===== config.mk =====
export PLATFORM = sky130hd
export DESIGN_NAME = ps2_transmitter
export DESIGN_NICKNAME = d
export VERILOG_FILES = /design/src/rtl/ps2_transmitter.sv
export SDC_FILE = /design/constraint.sdc
export NUM_CORES = 1
export LEC_CHECK = 0
export CAP_MARGIN = 10
export CORE_AREA = 5 5 107 59
export CTS_CLUSTER_DIAMETER = 120
export DETAILED_ROUTE_END_ITERATION = 6
export DIE_AREA = 0 0 112 64
export PLACE_DENSITY_LB_ADDON = 0.05
export SETUP_SLACK_MARGIN = 0.3
export SYNTH_ARGS = -nofsm -noshare
export SYNTH_HDL_FRONTEND = slang
export SYNTH_SLANG_ARGS = --single-unit
export TNS_END_PERCENT = 1

===== constraint.sdc =====
create_clock -name clk -period 2.4 [get_ports clk]
set_clock_uncertainty 0.15 [all_clocks]
set_input_delay 0.36 -clock clk [delete_from_list [all_inputs] [get_ports clk]]
set_output_delay 0.36 -clock clk [all_outputs]
set_load 0.03 [all_outputs]

===== src/rtl/ps2_transmitter.sv =====
// Host-to-device PS/2 command transmitter: inhibits the clock, requests to send,
// shifts out start/data/parity/stop on device clock edges and samples the ACK bit.
module ps2_transmitter #(
    parameter int INHIBIT_CYCLES = 12000,
    parameter int TIMEOUT_CYCLES = 200000,
    parameter int FILTER_LEN     = 4
) (
    input  logic       clk,
    input  logic       rst,
    input  logic [7:0] tx_data,
    input  logic       tx_valid,
    output logic       tx_ready,
    input  logic       kclk_in,
    input  logic       kdata_in,
    output logic       kclk_oe,
    output logic       kdata_oe,
    output logic       tx_done,
    output logic       tx_ack_err,
    output logic       tx_timeout
);
    localparam int IW = (INHIBIT_CYCLES > 1) ? $clog2(INHIBIT_CYCLES) : 1;
    localparam int TW = (TIMEOUT_CYCLES > 1) ? $clog2(TIMEOUT_CYCLES) : 1;
    localparam int FW = (FILTER_LEN > 1) ? $clog2(FILTER_LEN) : 1;

    typedef enum logic [2:0] {
        S_IDLE,
        S_INHIBIT,
        S_REQ,
        S_SHIFT,
        S_WAIT_IDLE
    } state_t;

    // Index 0 = clock line, index 1 = data line.
    logic [1:0]    sync_a;
    logic [1:0]    sync_b;
    logic [1:0]    filt;
    logic [FW-1:0] fcnt [2];
    logic          kclk_prev;
    logic          kclk_f;
    logic          kdata_f;
    logic          fall;

    always_ff @(posedge clk) begin
        if (rst) begin
            sync_a    <= 2'b11;
            sync_b    <= 2'b11;
            filt      <= 2'b11;
            kclk_prev <= 1'b1;
            for (int i = 0; i < 2; i++) fcnt[i] <= '0;
        end else begin
            sync_a    <= {kdata_in, kclk_in};
            sync_b    <= sync_a;
            kclk_prev <= filt[0];
            // A run of FILTER_LEN samples that disagree with the output flips it.
            for (int i = 0; i < 2; i++) begin
                if (sync_b[i] == filt[i]) begin
                    fcnt[i] <= '0;
                end else if (fcnt[i] == FW'(FILTER_LEN - 1)) begin
                    filt[i] <= sync_b[i];
                    fcnt[i] <= '0;
                end else begin
                    fcnt[i] <= fcnt[i] + 1'b1;
                end
            end
        end
    end

    assign kclk_f  = filt[0];
    assign kdata_f = filt[1];
    assign fall    = kclk_prev & ~kclk_f;

    state_t        state;
    state_t        state_d;
    logic [7:0]    data_q;
    logic          par_q;
    logic [IW-1:0] icnt;
    logic [TW-1:0] tcnt;
    logic [3:0]    idx;
    logic [15:0]   frame;
    logic          counting;
    logic          tmo_hit;
    logic          accept;
    logic          done_set;
    logic          tmo_set;

    // Bit n of the frame sits at frame[n]: start, data LSB first, parity, stop.
    assign frame    = {5'b11111, 1'b1, par_q, data_q, 1'b0};
    assign counting = (state == S_REQ) || (state == S_SHIFT) || (state == S_WAIT_IDLE);
    assign tmo_hit  = (tcnt == TW'(TIMEOUT_CYCLES - 1)) && !fall;

    always_comb begin
        state_d  = state;
        tx_ready = 1'b0;
        kclk_oe  = 1'b0;
        kdata_oe = 1'b0;
        accept   = 1'b0;
        done_set = 1'b0;
        tmo_set  = 1'b0;
        case (state)
            S_IDLE: begin
                tx_ready = 1'b1;
                if (tx_valid) begin
                    accept  = 1'b1;
                    state_d = S_INHIBIT;
                end
            end
            S_INHIBIT: begin
                kclk_oe = 1'b1;
                if (icnt == '0) begin
                    kdata_oe = 1'b1;
                    state_d  = S_REQ;
                end
            end
            S_REQ: begin
                kdata_oe = 1'b1;
                if (fall) begin
                    state_d = S_SHIFT;
                end else if (tmo_hit) begin
                    tmo_set = 1'b1;
                    state_d = S_IDLE;
                end
            end
            S_SHIFT: begin
                kdata_oe = ~frame[idx];
                if (fall) begin
                    if (idx == 4'd10) state_d = S_WAIT_IDLE;
                end else if (tmo_hit) begin
                    tmo_set = 1'b1;
                    state_d = S_IDLE;
                end
            end
            S_WAIT_IDLE: begin
                if (kclk_f && kdata_f) begin
                    done_set = 1'b1;
                    state_d  = S_IDLE;
                end else if (tmo_hit) begin
                    tmo_set = 1'b1;
                    state_d = S_IDLE;
                end
            end
            default: state_d = S_IDLE;
        endcase
    end

    always_ff @(posedge clk) begin
        if (rst) begin
            state      <= S_IDLE;
            data_q     <= '0;
            par_q      <= 1'b0;
            icnt       <= '0;
            tcnt       <= '0;
            idx        <= '0;
            tx_done    <= 1'b0;
            tx_ack_err <= 1'b0;
            tx_timeout <= 1'b0;
        end else begin
            state      <= state_d;
            tx_done    <= done_set;
            tx_timeout <= tmo_set;
            if (accept) begin
                data_q     <= tx_data;
                par_q      <= ~^tx_data;
                icnt       <= IW'(INHIBIT_CYCLES - 1);
                idx        <= '0;
                tx_ack_err <= 1'b0;
            end else if (state == S_INHIBIT && icnt != '0) begin
                icnt <= icnt - 1'b1;
            end
            // Edge 1 (in REQ) selects bit 1; edge 11 saturates the index and takes the ACK.
            if (fall && (state == S_REQ || state == S_SHIFT) && idx != 4'd11) begin
                idx <= idx + 4'd1;
            end
            if (fall && state == S_SHIFT && idx == 4'd10) begin
                tx_ack_err <= kdata_f;
            end
            if (state_d != state || fall || !counting) begin
                tcnt <= '0;
            end else begin
                tcnt <= tcnt + 1'b1;
            end
        end
    end
endmodule

Word level (Yosys, flattened, before mapping) --
Memories as Yosys holds them, arrays and structs flattened. Cells that the tools add are included.
Storage, ports and cells: flip-flop bits (word level) 58, memory bits (writable) 4, input bits 13, output and inout bits 6, logic and storage cells 129, memories kept 1
Operators by class: add/subtract/negate cells 5, order comparisons 1, eq/ne operators 12, muxes and demuxes 57, bitwise logic cells 12, reductions and logical operators 26
Memory list:
- fcnt | depth 2, width 2, read ports 2, clocked after Yosys merged registers in 0, wr ports 2, line 37 | logic [FW-1:0] fcnt [2];
Operators by type and width (count):
- $mux 1 | 36
- $mux 14 | 2
- $mux 3 | 7
- $add 18x1->18 const B | 1
- $eq 18x18->1 const B | 1
- $pmux 3 s5 | 1
- $logic_not 14->1 | 1
- $reduce_bool 14->1 | 1
- $sub 14x1->14 const B | 1
- $mux 2 | 6
- $mux 4 | 2
- $reduce_or 2->1 | 4
- $reduce_xnor 8->1 | 1
- $logic_and 1x1->1 | 7
- $eq 3x2->1 const B | 2
- $or 1x1->1 | 6
- $reduce_bool 2->1 | 3
- $lt 4x5->1 const B | 1
- $not 1->1 | 5
- $add 2x1->2 const B | 2
- $add 4x1->4 const B | 1
- $bmux 1 s4 | 1
- $eq 2x2->1 const B | 2
- $eq 4x4->1 const B | 1
- 12 further kinds | 18

Logic depth before layout (Yosys ltp) --
word-level depth 11, depth in mapped cells 7, gate-level depth less buffers 7

Least setup slack after synthesis --
No wires, ideal clock.
path kind reg-to-output, from register idx[0], to output port kdata_oe, arrival 2195 ps, path slack -305 ps, stages on the path, launching flop included 5, cell sequence dfxtp_1 -> mux4_2 -> nand2_1 -> o21ai_0 -> o311ai_0
On the way: cells in the longest elaborated chain, start to end 4
Ends and longest elaborated chain:
- start, declared | line 78 | logic [3:0] idx;
- start signal, assigned | line 171 | idx <= idx + 4'd1;
- $bmux 1 s4 | line 124 | kdata_oe = ~frame[idx];
- $mux 1 (not written as such) | line 124
- $not 1->1 | line 124
- $pmux 1 s3 | line 99 | case (state)
- end, declared | line 16 | output logic kdata_oe,
No other way between the ends. The select of a mux whose other input is x is not followed.

Worst setup path after layout --
Ends and elaborated chain as after synthesis.

==> results.md <==
Detailed routing:
- The number of DRC violations after detailed routing is 0.
- The iteration-0 DRC count of the detailed router is 127.
- The total via count after detailed routing is 2290.
- The total wire length is 5871 um.
- After detailed routing, the average wire length per cell comes to 13.53 um.
- The number of vias per cell after detailed routing is 5.276.
- The number of antenna-violating nets in the routed design is 0.
- The first detailed-routing pass ran for 5 iterations.

Finish:
- For this run, the post-layout net count is 376.
- The most common library cell in the layout ignoring fill and taps is dfxtp_1.
- The top cell types in the final layout, fill and taps aside, are dfxtp_1, nor2_1, nand2_1.
- Leaving out filler cells and counting taps, the final layout contains 434.
- The final core utilization is 65.18%.
- After routing the design area is 0.003425 mm2.
- The fraction of layout instances using a drive strength above 1 is 14.40%.
- The repair_antennas step left the layout with diodes totalling 0.
- The area added between synthesis and finish is 17.32%.

Critical path:
- The critical path in this run is classified as flip-flop to output port.
- The largest stage delay on the critical path is 500 ps.
- The endpoint identified for the worst register-to-register timing path is icnt[11].
- The nature of the critical path startpoint is a flip-flop.
- The worst endpoint data arrival time is 1830 ps.
- Walking the worst path, the cells encountered are mux4_2 -> nand2_2 -> o21ai_2 -> o311ai_2 -> buf_4.
- The critical register-to-register path startpoint is icnt[4].
- The cell type of the slowest stage on the worst timing path is mux4_2.
- The type of destination of the critical path is an output port.
- The cell family contributing the most delay on the critical path is multiplexers.
- The endpoint required time on the critical path is 1890 ps.
- Along the worst path, the maximum fanout reaches 3.
- The number of buffers and inverters on the critical path is 1.
- The count of cells along the worst register-to-register path is 5.
- The register-to-register setup slack is 420 ps.

Placed design:
- The post-detailed-placement half-perimeter wirelength is 4121 um.
- The final weighted congestion of routability-driven global placement is 0.8587.
- After detailed placement, the total cell area comes to 0.003203 mm2.
- The count of buffers added on input and output ports is 18.
- Once placement completed, the tool counted placed cells totaling 417.

Yosys:
- The total of warnings raised by yosys is 0.
- Yosys mapped a number of flops with a built-in enable equal to 4.
- The gate count after technology mapping is 326.
- For this run, the register share of the synthesized area comes to 43.89%.
- Counting flops and latches in the post-synthesis netlist gives 62.
- The average instance in the mapped netlist occupies 8.954 um2.
- The distinct cell type count after synthesis is 44.
- Counting flops with an async set or reset pin after synthesis yields a share of 0%.
- Among all flip-flop cells after synthesis, the most frequent one is dfxtp_1.
- After synthesis the cells add up to 0.002919 mm2.

Flow run:
- The number of max-capacitance violations reported is 0.

Power:
- Power spread over the standard cell area amounts to 677.2 mW/mm2.
- The leakage power summed over all cells is 1.194 nW.
- The worst voltage drop across the vdd grid is 0.0003721 V.

Floorplan:
- The count of boundary I/O pins is 19.
- The chip width is 112 um.
- The floorplan core area is 0.005254 mm2.
- The starting density of the core is 55.56%.
- The floorplan has 19 rows.
- The vertical extent of the die is 64 um.
- The die covers 0.007168 mm2.

STA:
- The final-report hold violation count came to 0.
- Setup violations remaining at the end of the flow were counted as 0.
- The headroom to the max-slew limit is 63.69%.
- The number of slew-limit violations in the final report was 0.
- In the final timing run, aggregate negative setup slack is 0 ps.
- At the pin with the least slew margin, the transition time is 537.1 ps.
- Based on the critical path, the design can be clocked at up to 427.0 MHz.
- The tightest hold path in the finished design has a slack of 260.0 ps.
- The final critical-path share of the clock period is 97.57%.
- Setup repair after global routing could not meet its margin everywhere.
- The post-route minimum period is 2342 ps.

Clocking:
- The largest buffer count on any clock path is 2.
- The later pin in the worst-skew pair is clocked with a latency of 340 ps.
- The CTS buffer count is 9.
- The clock tree from TritonCTS is yes.
- The cts-stage hold buffer count is 0.
- The H-tree was split into 3 levels.
- Counting every sink on the clock net gives 62.
- After clock tree synthesis, the clock-pin slew on the worst setup and hold paths is 70 ps.
- The buffer cell driving the clock tree root is clkbuf_8.

Status:
- The run finished with clean final reports.

Min path:
- In this run the most critical hold path is launched from sync_a[0].
- In this run the worst hold path is classified as flip-flop to flip-flop.
- The worst hold path terminates at sync_b[0].
- The count of cells along the worst hold path is 1.

Global route:
- The first-pass GRT wire length is 10190 um.
- The total congestion overflow after global routing is 0.
- The via count of the first global-routing pass is 2156.
- The initial antenna violation count is 0.
- The pin count of the biggest net entering global routing is 38.
- The overall fraction of global-route tracks in use is 17.61%.
## flip-flops by register name, summed over array words and instances, names as in the netlist
register,flops
sync_b,2
tx_timeout,1
filt,2
idx,4
data_q,8
par_q,1
fcnt,4
kclk_prev,1
tx_done,1
tx_ack_err,1
state,3
sync_a,2
icnt,14
tcnt,18
## worst register-to-register path, stage by stage, from the launching register on
cell and delay [ps]:
dfxtp_1 410, nor3_1 350, nand4_2 180, or3_1 380, a211o_1 300, a31oi_1 150
## what timing repair did
item                       in CTS  in global routing
hold endpoints to repair        0                  0
setup endpoints to repair       3                 31
resized for setup               5                 10
cloned                          0                  0
setup buffers                   0                  1
pin swaps                       1                  2
## cell type report
type	instances	area, um2
Tap cell	73	91.34
Clock inverter	7	65.06
Sequential cell	62	1286
Inverter	8	30.03
Fill cell	463	1829
Timing Repair Buffer	28	262.8
Multi-Input combinational cell	247	1565
Clock buffer	9	123.9
## cells in the mapped netlist, types with 2 or more instances
| cell type | instances | share of area (%) |
|---|---|---|
| a211o_1 | 3 | 0.90 |
| a211oi_1 | 3 | 0.77 |
| a21oi_1 | 27 | 4.6 |
| a31oi_1 | 5 | 1.1 |
| and3_1 | 4 | 0.86 |
| buf_4 | 2 | 0.51 |
| clkbuf_1 | 6 | 0.77 |
| clkbuf_8 | 3 | 1.4 |
| dfxtp_1 | 58 | 40 |
| edfxtp_1 | 4 | 4.1 |
| ha_1 | 7 | 3.0 |
| inv_1 | 8 | 1.0 |
| mux2_2 | 2 | 0.77 |
| mux2i_1 | 2 | 0.69 |
| nand2_1 | 37 | 4.8 |
| nand2b_1 | 2 | 0.43 |
| nand3_1 | 16 | 2.7 |
| nand4_1 | 9 | 1.9 |
| nor2_1 | 37 | 4.8 |
| nor2b_1 | 6 | 1.3 |
| nor3_1 | 11 | 1.9 |
| nor3b_2 | 2 | 0.86 |
| nor4_1 | 5 | 1.1 |
| nor4b_1 | 3 | 0.90 |
| o2111ai_1 | 2 | 0.60 |
| o21ai_0 | 2 | 0.34 |
| or2_2 | 6 | 1.3 |
| or3_1 | 5 | 1.1 |
| xnor2_1 | 22 | 6.6 |
| xor2_1 | 13 | 3.9 |
## worst max-delay path by stage
| stage | endpoint | depth (start not counted) | startpoint | slack (ps) |
|---|---|---|---|---|
| detailed placement | tx_ready | 2 | state[2] | 300 |
| CTS | kdata_oe | 5 | idx[0] | 40 |
| floorplan | data_q[3] | 6 | state[2] | 270 |
| global route | kdata_oe | 5 | idx[0] | -10 |
| finish | kdata_oe | 5 | idx[0] | 60 |
| global placement | tx_ready | 2 | state[2] | 260 |
## power by group
part	switching, mW	total, mW	internal, mW
registers	0.0441	1.13	1.09
clock network	0.409	0.880	0.471
logic	0.171	0.309	0.138
total	0.624	2.32	1.70
## cells by family after synthesis
kind of cell	after synthesis	share of synthesized area, %
and+or+nand+nor	148	25.80
buffers and inverters	20	3.900
AOI/OAI and AO/OA	48	10.54
other	1	0.1285
adders and majority gates	7	3.000
muxes	5	2.229
xor gates and xnor gates	35	10.50
DFF	62	43.89
## per-layer routing
metal / up-vias / GRT usage, % / wire length (um)
met1: 1041 / 25.19 / 3158
met3: 7 / 6.221 / 302
li1: 1195 / - / -
met2: 47 / 24.78 / 2347
met5: - / 0 / 0
met4: 0 / 5.547 / 62
## stage by stage
step	power [mW]	worst slack, ps
after global placement	1.449	261.9
final	2.319	58.35
after detailed placement	1.454	295.7
after CTS	2.339	38.51
after global routing	2.439	-11.01
after floorplan	1.367	266.6
Power figures use the tool's default switching activity.
